===== src/rtl/serial_adder_ctrl_pkg.sv =====
// Shared types and constants for the bit-serial adder controller.
// State encodings are fixed so that display logic can decode the state.
package serial_adder_ctrl_pkg;

  localparam int unsigned DefaultWidth = 8;

  typedef enum logic [1:0] {
    StIdle = 2'd0,
    StRun  = 2'd1,
    StDone = 2'd2
  } state_e;

endpackage


===== src/rtl/serial_adder_ctrl_if.sv =====
// Request/result bundle between the operand source and the serial adder controller.
interface serial_adder_ctrl_if #(
  parameter int unsigned Width = 8
);

  logic             start;
  logic [Width-1:0] a;
  logic [Width-1:0] b;
  logic             cin;
  logic             busy;
  logic             done;
  logic [Width-1:0] s;
  logic             cout;

  modport master (
    output start, a, b, cin,
    input  busy, done, s, cout
  );

  modport slave (
    input  start, a, b, cin,
    output busy, done, s, cout
  );

endinterface


===== src/rtl/serial_adder_ctrl_full_adder.sv =====
// Single-bit full adder shared by the serial controller.
module serial_adder_ctrl_full_adder (
  input  logic a,
  input  logic b,
  input  logic cin,
  output logic s,
  output logic cout
);

  assign s    = a ^ b ^ cin;
  assign cout = (a & b) | (cin & (a ^ b));

endmodule


===== src/rtl/serial_adder_ctrl.sv =====
// Bit-serial adder: one full adder sequenced LSB first over Width cycles,
// with a registered result and a one-cycle done pulse.
module serial_adder_ctrl
  import serial_adder_ctrl_pkg::*;
#(
  parameter int unsigned Width = DefaultWidth
) (
  input logic               clk,
  input logic               rst_n,
  serial_adder_ctrl_if.slave bus
);

  localparam int unsigned     CntW    = (Width > 1) ? $clog2(Width) : 1;
  localparam logic [CntW-1:0] LastCnt = CntW'(Width - 1);

  state_e           state_q, state_d;
  logic [Width-1:0] a_sh_q, b_sh_q, s_sh_q, s_q;
  logic             carry_q, cout_q;
  logic [CntW-1:0]  bit_cnt_q;
  logic             accept, last_bit, busy, done;
  logic             fa_s, fa_cout;

  serial_adder_ctrl_full_adder u_full_adder (
    .a   (a_sh_q[0]),
    .b   (b_sh_q[0]),
    .cin (carry_q),
    .s   (fa_s),
    .cout(fa_cout)
  );

  assign last_bit = (bit_cnt_q == LastCnt);

  always_ff @(posedge clk) begin
    if (!rst_n) begin
      state_q <= StIdle;
    end else begin
      state_q <= state_d;
    end
  end

  always_comb begin
    state_d = state_q;
    accept  = 1'b0;
    busy    = 1'b0;
    done    = 1'b0;
    case (state_q)
      StIdle: begin
        if (bus.start) begin
          accept  = 1'b1;
          state_d = StRun;
        end
      end
      StRun: begin
        busy = 1'b1;
        if (last_bit) state_d = StDone;
      end
      StDone: begin
        done = 1'b1;
        // Back-to-back: the done cycle may accept the next request.
        if (bus.start) begin
          accept  = 1'b1;
          state_d = StRun;
        end else begin
          state_d = StIdle;
        end
      end
      default: state_d = StIdle;
    endcase
  end

  always_ff @(posedge clk) begin
    if (!rst_n) begin
      a_sh_q    <= '0;
      b_sh_q    <= '0;
      s_sh_q    <= '0;
      s_q       <= '0;
      carry_q   <= 1'b0;
      cout_q    <= 1'b0;
      bit_cnt_q <= '0;
    end else if (accept) begin
      a_sh_q    <= bus.a;
      b_sh_q    <= bus.b;
      carry_q   <= bus.cin;
      bit_cnt_q <= '0;
    end else if (state_q == StRun) begin
      a_sh_q    <= a_sh_q >> 1;
      b_sh_q    <= b_sh_q >> 1;
      s_sh_q    <= {fa_s, s_sh_q[Width-1:1]};
      carry_q   <= fa_cout;
      bit_cnt_q <= bit_cnt_q + CntW'(1);
      if (last_bit) begin
        s_q    <= {fa_s, s_sh_q[Width-1:1]};
        cout_q <= fa_cout;
      end
    end
  end

  assign bus.busy = busy;
  assign bus.done = done;
  assign bus.s    = s_q;
  assign bus.cout = cout_q;

endmodule


===== src/flat_wrapper.sv =====
// flat-port wrapper written by rule: the top's interface ports become plain ports
module serial_adder_ctrl_flat import serial_adder_ctrl_pkg::*;
#(
  parameter int unsigned Width = DefaultWidth
)
  (clk, rst_n, bus_start, bus_a, bus_b, bus_cin, bus_busy, bus_done, bus_s, bus_cout);
  serial_adder_ctrl_if #(.Width(Width)) bus_i ();
  input logic clk;
  input logic rst_n;
  input wire logic [$bits(bus_i.start)-1:0] bus_start;
  input wire logic [$bits(bus_i.a)-1:0] bus_a;
  input wire logic [$bits(bus_i.b)-1:0] bus_b;
  input wire logic [$bits(bus_i.cin)-1:0] bus_cin;
  output wire logic [$bits(bus_i.busy)-1:0] bus_busy;
  output wire logic [$bits(bus_i.done)-1:0] bus_done;
  output wire logic [$bits(bus_i.s)-1:0] bus_s;
  output wire logic [$bits(bus_i.cout)-1:0] bus_cout;
  assign bus_i.start = bus_start;
  assign bus_i.a = bus_a;
  assign bus_i.b = bus_b;
  assign bus_i.cin = bus_cin;
  assign bus_busy = bus_i.busy;
  assign bus_done = bus_i.done;
  assign bus_s = bus_i.s;
  assign bus_cout = bus_i.cout;
  serial_adder_ctrl #(.Width(Width)) u_core (.clk(clk), .rst_n(rst_n), .bus(bus_i));
endmodule

===== config.mk =====
export PLATFORM = sky130hd
export DESIGN_NAME = serial_adder_ctrl_flat
export DESIGN_NICKNAME = d
export VERILOG_FILES = /design/src/rtl/serial_adder_ctrl_pkg.sv /design/src/rtl/serial_adder_ctrl_if.sv /design/src/rtl/serial_adder_ctrl_full_adder.sv /design/src/rtl/serial_adder_ctrl.sv /design/src/flat_wrapper.sv
export SDC_FILE = /design/constraint.sdc
export NUM_CORES = 1
export LEC_CHECK = 0
export ABC_AREA = 1
export CAP_MARGIN = 20
export CORE_ASPECT_RATIO = 1.2
export CORE_UTILIZATION = 45
export CTS_BUF_LIST = sky130_fd_sc_hd__clkbuf_2
export CTS_CLUSTER_DIAMETER = 80
export DETAILED_ROUTE_END_ITERATION = 10
export DONT_BUFFER_PORTS = 1
export PLACE_DENSITY = 0.58
export SYNTH_ARGS = -nofsm -noshare
export SYNTH_HDL_FRONTEND = slang
export SYNTH_SLANG_ARGS = --single-unit
export TNS_END_PERCENT = 5

===== constraint.sdc =====
create_clock -name clk -period 1.4 [get_ports clk]
set_input_delay 0.07 -clock clk [delete_from_list [all_inputs] [get_ports clk]]
set_output_delay 0.07 -clock clk [all_outputs]
set_load 0.01 [all_outputs]

==> reports/metrics.yaml <==
status: "finished clean"
async_reset_ff_share_pct: 0
drive_gt1_share_pct: 18.26
start_kind: "input pin"
synth-seq-area-share_pct: 42.08
antenna_found_initial: 0
place_hpwl_mm: 2.438
ir_drop_v: 0.0006708
critPathTopFamily: "buffers and inverters"
critPathKind: "in2reg"
synth_area_per_cell_sq_um: 8.181
fmax_mhz: 763.5
clock_latency_ns: 0.40
synth_fp_nets: 244
clockBufferDepth: 2
ys_seq_elements: 38
min_period_over_period_pct: 93.56
routabilityCongestion: 0.7088
track_usage_pct: 19.64
vias_per_cell: 5.089
crit_slowest_cell: "dlygate4sd3_1"
dr.first_iter.drc_count: 56
finalClockSkew_ns: 0.01464
hold_viol_final: 0
fin_tns_setup_ns: 0
grt.overflow.total: 0
core_area_sq_mm: 0.003724
boundaryPins: 31
wirelength_mm: 3.645
synthesis.area_sq_mm: 0.001808
cp_cell_sequence: "dlygate4sd3_1, nand2_8, inv_1, nand2_1, a21oi_2"
yosysUniqueCellTypes: 24
synth_edf_count: 0
fin_nets: 263
relSlewSlack_pct: 52.77
rsz0062_at_grt: "false"
cts_buffers: 5
worstMarginPinSlew_ns: 0.7061
synth.top_cell.area_share_pct: 42.08
p_leak_uw: 0.0008427
critical_path_buf_inv_count: 2
endpoint_kind: "register"
grt_max_degree: 29
synthTopCellsByArea: "dfxtp_1 (42%), nand3_1 (13%), nand2_1 (7.1%)"
synthFlopType: "dfxtp_1"
post-synth-top-count-cell: "nand3_1"
cts_root_buffer: "clkbuf_2"
cpPeakStageDelay_ns: 0.99
critPathArrivalTime_ns: 1.66
drc_errors: 0
firstDrtPassIters: 4
cts.sinks: 38
die_w_um: 59.86
path_max_fanout: 19
wl_per_cell_um: 12.44
setup_violations: 0
antenna_cells: 0
die_h_um: 71.44
yosysTopAreaCell: "dfxtp_1"
hold_class: "in2reg"
port-buffer-count: 0
start_util_pct: 48.56
required_ns: 1.75
fin_cells: 293
power_density_mw_per_mm2: 1128
cts_tree: "built"
finalMaxSlewViolations: 0
grt_pass1_wl_mm: 6.375
final_antenna_net_count: 0
postSynthCellCount: 221
vias: 1491
clk_pin_slew_ns: 0.20
cts_max_level: 2
synthTopCellsByCount: "nand3_1 (48), dfxtp_1 (38), nand2_1 (34)"
dieArea_sq_mm: 0.004276
synth_warnings: 0
num_rows: 24
area_delta_synth_final_pct: 16.19
dp_cells: 264
grt_pass1_vias: 1433
fin_crit_ns: 1.310
max-cap-violations: 0
[through the flow]
step / power, uW / setup slack [ns] / util [%] / hold WS (ns) / cell area (sq um)
floorplan: 1451 / 0.1485 / - / 0.2057 / 1808
CTS: 2398 / 0.02342 / 56.32 / 0.3316 / 2097
finish: 2369 / 0.09016 / 56.42 / 0.3494 / 2101
global route: 2503 / 0.01922 / 56.42 / 0.3216 / 2101
global placement: 1458 / 0.1675 / 48.25 / 0.1962 / 1797
detailed placement: 1465 / 0.1107 / 48.25 / 0.2014 / 1797
[placed cells by master (no fill, tap or decap), drive strengths merged]
cell type,netlist,layout
o21a,1,1
clkbuf,2,5
xor2,1,1
a21oi,25,25
buf,12,7
inv,20,20
dlygate4sd3,0,19
nand2,37,37
clkinv,0,1
fa,1,1
nand3,57,57
bufinv,0,2
nor2,18,18
o21ai,7,7
dfxtp,38,38
ha,2,2
[final cells by class]
class                           instances  area [sq um]
Clock buffer                            5         25.02
Clock inverter                          3         68.82
Fill cell                             377          1623
Inverter                               20         82.58
Multi-Input combinational cell        149         853.3
Sequential cell                        38         763.2
Tap cell                               52         65.06
Timing Repair Buffer                   26         242.7
[worst paths after layout]
path / from / slack [ns] / to / depth (start not counted)
setup / recovery: bus_start / 0.09 / u_core.a_sh_q[7]$_SDFFE_PN0P_ / 5
hold reg to reg: u_core.s_sh_q[4]$_SDFFE_PN0P_ / 0.49 / u_core.bus.s[3]$_SDFFE_PN0P_ / 2
hold / removal: bus_a[7] / 0.35 / u_core.a_sh_q[7]$_SDFFE_PN0P_ / 3
setup reg to reg: u_core.state_q[0]$_SDFFE_PN0P_ / 0.19 / u_core.bus.cout$_SDFFE_PN0P_ / 7
[sequential cells by signal (all words and copies together), names as in the netlist]
register / count
u_core.bit_cnt_q: 3
u_core.bus.cout: 1
u_core.s_sh_q: 7
u_core.carry_q: 1
u_core.a_sh_q: 8
u_core.b_sh_q: 8
u_core.state_q: 2
u_core.bus.s: 8
[layer usage]
layer | up-vias | global-route usage [%] | wire, um | part of all wire [%]
met5 | - | 0 | 0 | 0
met4 | 0 | 7.494 | 86 | 2.4
met3 | 8 | 5.596 | 154 | 4.2
met2 | 31 | 33.58 | 1769 | 49
met1 | 680 | 22.70 | 1634 | 45
li1 | 772 | - | - | -
[power breakdown]
group	internal (uW)	switching (uW)
clock	484	377
sequential	1140	40.5
combinational	138	189
total	1760	607
[worst reg2reg max path, stage by stage, from the launching register on]
cell and delay (ns):
dfxtp_2 0.42, inv_6 0.10, nor2_8 0.13, buf_4 0.19, nand3_1 0.09, inv_1 0.14, nand2_1 0.07, nand2_1 0.05
[cells by family after synthesis]
| kind of cell | Yosys count | synth area share, % |
|---|---|---|
| flip-flops | 38 | 42.08 |
| buffers and inverters | 34 | 10.86 |
| XOR/XNOR | 1 | 0.4845 |
| adder cells (fa/ha/maj) | 3 | 2.491 |
| AND/OR/NAND/NOR | 112 | 32.53 |
| AO/OA/AOI/OAI | 33 | 11.56 |
[what timing repair did]
action | 4_1_cts | 5_1_grt
hold endpoints to repair | 38 | 0
setup buffers | 2 | 0
pin swaps | 1 | 0
resized for setup | 1 | 2
hold buffers | 19 | 0
endpoints found under the setup margin | 1 | 7
Note: power is estimated with default switching activity, not from simulation.
